--- config.mk ---
export PLATFORM = sky130hd
export DESIGN_NAME = change_dispenser_flat
export DESIGN_NICKNAME = d
export VERILOG_FILES = /design/src/rtl/vend_pkg.sv /design/src/rtl/change_dispenser_if.sv /design/src/rtl/dispense_timer.sv /design/src/rtl/change_dispenser.sv /design/src/flat_wrapper.sv
export SDC_FILE = /design/constraint.sdc
export NUM_CORES = 1
export LEC_CHECK = 0
export CORE_ASPECT_RATIO = 2
export CORE_MARGIN = 2
export CORE_UTILIZATION = 31
export DETAILED_ROUTE_END_ITERATION = 10
export PLACE_DENSITY = 0.59
export REMOVE_ABC_BUFFERS = 1
export SLEW_MARGIN = 20
export SYNTH_ARGS = -nofsm -noshare
export SYNTH_HDL_FRONTEND = slang
export SYNTH_HIERARCHICAL = 1
export SYNTH_SLANG_ARGS = --single-unit
--- constraint.sdc ---
create_clock -name clk -period 2.2 [get_ports clk]
set_clock_uncertainty 0.05 [all_clocks]
set_input_delay 0.44 -clock clk [delete_from_list [all_inputs] [get_ports clk]]
set_output_delay 0.44 -clock clk [all_outputs]
set_load 0.05 [all_outputs]
--- src/rtl/vend_pkg.sv ---
// Shared vending definitions: dispense FSM states, item kinds and the
// latched item-count record.
// Optional feature macro: DISPENSE_SENSE_EN (adds the WAIT_DROP state).
package vend_pkg;

  localparam int DIME_W = 2;

  typedef enum logic [2:0] {
    S_IDLE      = 3'd0,
    S_PULSE     = 3'd1,
    S_GAP       = 3'd2,
    S_DONE      = 3'd3
`ifdef DISPENSE_SENSE_EN
    , S_WAIT_DROP = 3'd4
`endif
  } state_t;

  typedef enum logic [1:0] {
    K_CANDY  = 2'd0,
    K_DIME   = 2'd1,
    K_NICKEL = 2'd2
  } kind_t;

  typedef struct packed {
    logic              candy;
    logic [DIME_W-1:0] dimes;
    logic              nickel;
  } counts_t;

  // True when at least one item is still owed.
  function automatic logic any_items(counts_t c);
    return c.candy | (c.dimes != '0) | c.nickel;
  endfunction

  // Highest-priority kind with a non-zero count: candy, then dimes, then nickel.
  function automatic kind_t first_kind(counts_t c);
    if (c.candy)            return K_CANDY;
    else if (c.dimes != '0) return K_DIME;
    else                    return K_NICKEL;
  endfunction

  // Remove the item that first_kind() selects from the record.
  function automatic counts_t take_first(counts_t c);
    counts_t r;
    r = c;
    if (r.candy)            r.candy  = 1'b0;
    else if (r.dimes != '0) r.dimes  = r.dimes - 1'b1;
    else                    r.nickel = 1'b0;
    return r;
  endfunction

endpackage

--- src/rtl/change_dispenser_if.sv ---
// Dispense interface between the vending FSM (master) and the dispenser
// (slave). Motor outputs and status flags travel on the same bundle.
// Optional feature macro: DISPENSE_SENSE_EN (adds drop_sense).
interface change_dispenser_if;

  logic                      candy_req;
  logic                      nickel_req;
  logic [vend_pkg::DIME_W-1:0] dime_req;
`ifdef DISPENSE_SENSE_EN
  logic                      drop_sense;
`endif
  logic                      candy_motor;
  logic                      dime_motor;
  logic                      nickel_motor;
  logic                      busy;
  logic                      thanks;
  logic                      overrun;
  logic                      fault;

  modport master (
    output candy_req, nickel_req, dime_req,
`ifdef DISPENSE_SENSE_EN
           drop_sense,
`endif
    input  candy_motor, dime_motor, nickel_motor, busy, thanks, overrun, fault
  );

  modport slave (
    input  candy_req, nickel_req, dime_req,
`ifdef DISPENSE_SENSE_EN
           drop_sense,
`endif
    output candy_motor, dime_motor, nickel_motor, busy, thanks, overrun, fault
  );

endinterface

--- src/rtl/dispense_timer.sv ---
// Loadable down-counter shared by the pulse, gap and drop-timeout intervals.
// Loading value V makes done rise V cycles later; done stays high at zero.
module dispense_timer #(
  parameter int WIDTH = 4
) (
  input  logic             clk,
  input  logic             reset,
  input  logic             load,
  input  logic [WIDTH-1:0] value,
  output logic             done
);

  logic [WIDTH-1:0] count;

  // Count down from the loaded value and park at zero.
  // NOTE: flop state uses non-blocking (<=) so every register sees pre-edge values.
  always_ff @(posedge clk or posedge reset) begin
    if (reset)             count <= '0;
    else if (load)         count <= value;
    else if (count != '0)  count <= count - 1'b1;
  end

  assign done = (count == '0);

endmodule

--- src/rtl/change_dispenser.sv ---
// Dispense sequencer: latches a candy/dime/nickel request and pulses one
// motor per item (candy, dimes, nickel) with a gap between items, then
// strobes thanks for one cycle.
// Optional feature macro: DISPENSE_SENSE_EN (drop_sense check with timeout,
// sticky fault; without it the sequencer is open loop and fault is 0).
module change_dispenser
  import vend_pkg::*;
#(
  parameter int PULSE_CYCLES   = 4,
  parameter int GAP_CYCLES     = 2,
  parameter int TIMEOUT_CYCLES = 16
) (
  input logic               clk,
  input logic               reset,
  change_dispenser_if.slave bus
);

  localparam int MAX_PG  = (PULSE_CYCLES > GAP_CYCLES) ? PULSE_CYCLES : GAP_CYCLES;
  localparam int MAX_ALL = (MAX_PG > TIMEOUT_CYCLES) ? MAX_PG : TIMEOUT_CYCLES;
  localparam int TW      = $clog2(MAX_ALL + 1);

  // The timer reports done V cycles after loading V, so each interval loads N-1.
  localparam logic [TW-1:0] PULSE_LOAD   = TW'(PULSE_CYCLES - 1);
  localparam logic [TW-1:0] GAP_LOAD     = TW'(GAP_CYCLES - 1);
  localparam logic [TW-1:0] TIMEOUT_LOAD = TW'(TIMEOUT_CYCLES - 1);

  state_t          state;
  kind_t           kind;
  counts_t         pend;
  counts_t         req;
  logic            req_event;
  logic            overrun_q;
  logic            timer_load;
  logic [TW-1:0]   timer_value;
  logic            timer_done;
`ifdef DISPENSE_SENSE_EN
  logic            drop_seen;
  logic            dropped;
  logic            fault_q;

  assign dropped = drop_seen | bus.drop_sense;
`endif

  assign req       = '{candy: bus.candy_req, dimes: bus.dime_req, nickel: bus.nickel_req};
  assign req_event = any_items(req);

  dispense_timer #(.WIDTH(TW)) u_timer (
    .clk   (clk),
    .reset (reset),
    .load  (timer_load),
    .value (timer_value),
    .done  (timer_done)
  );

  // Reload the shared timer on every transition that starts a timed interval.
  // NOTE: defaults come first so no path leaves a signal unassigned (no latch).
  always_comb begin
    timer_load  = 1'b0;
    timer_value = PULSE_LOAD;
    case (state)
      S_IDLE: begin
        if (req_event) timer_load = 1'b1;
      end
      S_PULSE: begin
        if (timer_done) begin
          timer_load  = 1'b1;
`ifdef DISPENSE_SENSE_EN
          timer_value = dropped ? GAP_LOAD : TIMEOUT_LOAD;
`else
          timer_value = GAP_LOAD;
`endif
        end
      end
`ifdef DISPENSE_SENSE_EN
      S_WAIT_DROP: begin
        if (bus.drop_sense) begin
          timer_load  = 1'b1;
          timer_value = GAP_LOAD;
        end
      end
`endif
      S_GAP: begin
        if (timer_done && any_items(pend)) timer_load = 1'b1;
      end
      default: ;
    endcase
  end

  // Sequencer FSM: item selection, state stepping and the sticky flags.
  always_ff @(posedge clk or posedge reset) begin
    if (reset) begin
      state     <= S_IDLE;
      kind      <= K_CANDY;
      pend      <= '0;
      overrun_q <= 1'b0;
`ifdef DISPENSE_SENSE_EN
      drop_seen <= 1'b0;
      fault_q   <= 1'b0;
`endif
    end else begin
      // Any request outside IDLE (including the thanks cycle) is dropped.
      if (state != S_IDLE && req_event) overrun_q <= 1'b1;

      case (state)
        S_IDLE: begin
          if (req_event) begin
            kind  <= first_kind(req);
            pend  <= take_first(req);
            state <= S_PULSE;
`ifdef DISPENSE_SENSE_EN
            drop_seen <= 1'b0;
`endif
          end
        end
        S_PULSE: begin
`ifdef DISPENSE_SENSE_EN
          if (bus.drop_sense) drop_seen <= 1'b1;
          if (timer_done) state <= dropped ? S_GAP : S_WAIT_DROP;
`else
          if (timer_done) state <= S_GAP;
`endif
        end
`ifdef DISPENSE_SENSE_EN
        S_WAIT_DROP: begin
          if (bus.drop_sense) begin
            state <= S_GAP;
          end else if (timer_done) begin
            // Jammed item: give up on the rest but still release the vending FSM.
            fault_q <= 1'b1;
            pend    <= '0;
            state   <= S_DONE;
          end
        end
`endif
        S_GAP: begin
          if (timer_done) begin
            if (any_items(pend)) begin
              kind  <= first_kind(pend);
              pend  <= take_first(pend);
              state <= S_PULSE;
`ifdef DISPENSE_SENSE_EN
              drop_seen <= 1'b0;
`endif
            end else begin
              state <= S_DONE;
            end
          end
        end
        S_DONE:  state <= S_IDLE;
        default: state <= S_IDLE;
      endcase
    end
  end

  // Moore decode of registered state and kind: one motor at most, no glitches.
  assign bus.candy_motor  = (state == S_PULSE) && (kind == K_CANDY);
  assign bus.dime_motor   = (state == S_PULSE) && (kind == K_DIME);
  assign bus.nickel_motor = (state == S_PULSE) && (kind == K_NICKEL);
  assign bus.busy         = (state != S_IDLE);
  assign bus.thanks       = (state == S_DONE);
  assign bus.overrun      = overrun_q;
`ifdef DISPENSE_SENSE_EN
  assign bus.fault        = fault_q;
`else
  assign bus.fault        = 1'b0;
`endif

endmodule
--- src/flat_wrapper.sv ---
// flat-port wrapper written by rule: the top's interface ports become plain ports
module change_dispenser_flat import vend_pkg::*;
#(
  parameter int PULSE_CYCLES   = 4,
  parameter int GAP_CYCLES     = 2,
  parameter int TIMEOUT_CYCLES = 16
)
  (clk, reset, bus_candy_req, bus_nickel_req, bus_dime_req, bus_candy_motor, bus_dime_motor, bus_nickel_motor, bus_busy, bus_thanks, bus_overrun, bus_fault);
  change_dispenser_if bus_i ();
  input logic clk;
  input logic reset;
  input wire logic [$bits(bus_i.candy_req)-1:0] bus_candy_req;
  input wire logic [$bits(bus_i.nickel_req)-1:0] bus_nickel_req;
  input wire logic [$bits(bus_i.dime_req)-1:0] bus_dime_req;
  output wire logic [$bits(bus_i.candy_motor)-1:0] bus_candy_motor;
  output wire logic [$bits(bus_i.dime_motor)-1:0] bus_dime_motor;
  output wire logic [$bits(bus_i.nickel_motor)-1:0] bus_nickel_motor;
  output wire logic [$bits(bus_i.busy)-1:0] bus_busy;
  output wire logic [$bits(bus_i.thanks)-1:0] bus_thanks;
  output wire logic [$bits(bus_i.overrun)-1:0] bus_overrun;
  output wire logic [$bits(bus_i.fault)-1:0] bus_fault;
  assign bus_i.candy_req = bus_candy_req;
  assign bus_i.nickel_req = bus_nickel_req;
  assign bus_i.dime_req = bus_dime_req;
  assign bus_candy_motor = bus_i.candy_motor;
  assign bus_dime_motor = bus_i.dime_motor;
  assign bus_nickel_motor = bus_i.nickel_motor;
  assign bus_busy = bus_i.busy;
  assign bus_thanks = bus_i.thanks;
  assign bus_overrun = bus_i.overrun;
  assign bus_fault = bus_i.fault;
  change_dispenser #(.PULSE_CYCLES(PULSE_CYCLES), .GAP_CYCLES(GAP_CYCLES), .TIMEOUT_CYCLES(TIMEOUT_CYCLES)) u_core (.clk(clk), .reset(reset), .bus(bus_i));
endmodule
==> results.md <==
- Routability cong.: 0.833
- Util after Layout: 44.2%
- Cell row count: 26
- Max Fanout on Critical Path: 10
- Crit path kind: reg -> out
- Critical Path AT: 1.49 ns
- Total power: 1.49 mW
- Final instance area: 1140 µm²
- I/O Buffers: 11
- Placed Cells: 139
- Largest family of logic cells by synthesized area: simple AND/OR/NAND/NOR gates
- Worst endpoint required time: 1.71 ns
- Placed inst area: 1090 µm²
- Nets@finish: 124
- Initial antenna violation count: 0
- CTS Buf Count: 3
- Die width: 41.0 µm
- Min-Delay Path Class: in -> async
- Total iterations of the first detailed-routing run: 4
- Mux share of post-synthesis cell area: 5.15%
- Starting density of the core: 33.1%
- Worst-skew pair later-pin latency: 0.23 ns
- Die extent in y: 78.0 µm
- Fin crit share: 90.1%
- Global-route wire length before repair: 3460 µm
- Highest clock rate: 504 MHz
- DR WL/cell: 13.5 µm
- CP Launch Type: flip-flop
- CTS H-tree lvls: 1
- Seq/Total Area, Yosys: 38.3%
- Hold_buf cts: 0
- CP Capture Type: output pin
- Max-slew violations: 0
- Initial DRC count: 15
- Maxcap violations: 0
- Grt total ovfl: 0
- Syn Area/Cell: 9.34 µm²
- Largest net degree at the start of global routing: 11
- Leakage: 0.496 nW
- Post-Syn Area: 850 µm²
- Layout area overhead: 33.7%
- Simple-Gate Fraction of Synth Area: 27.5%
- Max VDD drop: 0.000515 V
- # IOs: 13
- Synth Area in XOR/XNOR: 3.09%
- Total wire length: 1930 µm
- Yosys cell types: 38
- Via/cell ratio: 5.22
- Synth Warn #: 6
- Post-Layout Cell Count: 143
- Commonest cells after routing, fill and taps aside: buf_4, dfrtp_1, nand2_1
- Clock-pin slew on the worst setup and hold paths: 0.05 ns
- Compound-Gate Fraction of Synth Area: 16.3%
- Setup bufs post-CTS: 0
- Die ar.: 3200 µm²
- Status: finished, final reports clean
- DRC violations left: 0
- Final ANT Viol Nets: 0
- Final setup viols: 0
- Root Driver: clkbuf_8
- RSZ-0062 raised after global routing: no
- HPWL after detailed placement: 1660 µm
- Fraction of layout cells with a size suffix above 1: 24.3%
- CORE AREA: 2570 µm²
- Post-synthesis cell count: 91
- Vias in the first global route: 819
- Post-layout minimum cycle time: 1.98 ns
- Number of synthesized register bits: 13
- Adder-Cell Fraction of Synth Area: 2.95%
- Clock Sinks: 13
- Pwr/cell area: 1310 nW/µm²
- Post_cts resized: 0
- Final Hold Vio Count: 0
- Vias post-DR: 746
- Fillers: 261
- TritonCTS clock tree: yes
- CTS Buffer Depth: 2
- Global Route Usage Sum: 15.3%
- ANT cells: 0
-- report_power, final --
| group | total (mW) | switching (mW) | internal, mW | leakage, nW |
|---|---|---|---|---|
| combinational | 0.839 | 0.435 | 0.405 | 0.322 |
| sequential | 0.447 | 0.101 | 0.346 | 0.151 |
| clock | 0.207 | 0.0792 | 0.127 | 0.0228 |
-- stage by stage --
stage / setup TNS [ns] / setup slack (ns) / hold slack, ns
after CTS: 0 / 0.200 / 0.394
after detailed placement: -0.00899 / -0.00899 / 0.424
final: 0 / 0.218 / 0.384
after global routing: 0 / 0.123 / 0.416
after floorplan: -0.150 / -0.0828 / 0.169
after global placement: 0 / 0.0803 / 0.416
-- worst max-delay path: stages, from the launching register on --
cell and delay, ns:
dfrtp_1 0.48, nand2b_1 0.22, nor3b_1 0.36, buf_12 0.19
-- final cells by class --
cell class	instances	area, µm²	area share [%]
Tap cell	28	35.0	3.08
Inverter	7	26.3	2.31
Clock buffer	4	45.0	3.96
Multi-Input combinational cell	69	487	42.8
Timing Repair Buffer	22	218	19.2
Sequential cell	13	325	28.6
-- kinds of logic after synthesis --
family	after synthesis
other	2
AND/OR/NAND/NOR	36
adder cells (fa/ha/maj)	2
flip-flops	13
multiplexers	4
buffers and inverters	12
AO/OA/AOI/OAI	19
XOR/XNOR	3
-- Yosys cell counts (all sizes together) --
master / count / area share (%)
conb: 2 / 0.88
mux2: 3 / 4.0
inv: 7 / 3.1
clkbuf: 4 / 1.8
a21o: 1 / 0.88
buf: 1 / 0.88
a32o: 1 / 1.2
dfrtp: 13 / 38
nor4b: 1 / 2.8
a211oi: 2 / 1.8
nor3b: 3 / 2.7
o21bai: 1 / 0.88
nand2: 9 / 4.0
o21a: 1 / 0.88
or4: 1 / 1.3
and4bb: 1 / 1.5
nand2b: 4 / 2.9
mux2i: 1 / 1.2
and3b: 1 / 1.0
nand3b: 2 / 1.8
a31oi: 2 / 1.5
a21oi: 3 / 3.1
nor4: 2 / 1.5
nor2: 1 / 0.74
nor3: 5 / 2.9
nor2b: 2 / 1.5
nand3: 2 / 1.2
o21ai: 5 / 3.4
ha: 2 / 2.9
a221oi: 1 / 1.0
or3b: 1 / 1.0
and2: 1 / 0.74
o31ai: 2 / 1.8
xnor2: 3 / 3.1
-- routing by layer --
| layer | wire length, µm | track usage (%) | vias up |
|---|---|---|---|
| li1 | - | - | 364 |
| met1 | 625 | 14.0 | 362 |
| met2 | 1190 | 28.4 | 14 |
| met3 | 43 | 1.69 | 6 |
| met4 | 74 | 8.00 | 0 |
| met5 | 0 | 0 | - |
-- sequential cells by signal (all words and copies together), names as in the netlist --
name	flops
u_core/u_timer/count	5
u_core/pend	3
u_core/kind	2
u_core/state	2
u_core/bus.overrun	1
-- path summary, 6_finish.rpt --
path	start	endpoint	slack (ns)	cells past startpoint
setup / recovery	u_core/state[1]$_DFFE_PP0P_	bus_dime_motor	0.22	3
hold / removal	reset	u_core/u_timer/count[1]$_DFFE_PP0P_	0.38	2
setup reg to reg	u_core/u_timer/count[0]$_DFFE_PP0P_	u_core/pend[1]$_DFFE_PP0P_	0.32	6
hold reg to reg	u_core/bus.overrun$_DFFE_PP0P_	u_core/bus.overrun$_DFFE_PP0P_	0.44	1
max in group asynchronous	reset	u_core/pend[0]$_DFFE_PP0P_	1.40	2
min in group clk	u_core/bus.overrun$_DFFE_PP0P_	u_core/bus.overrun$_DFFE_PP0P_	0.44	1
(Power assumes the default switching activity.)
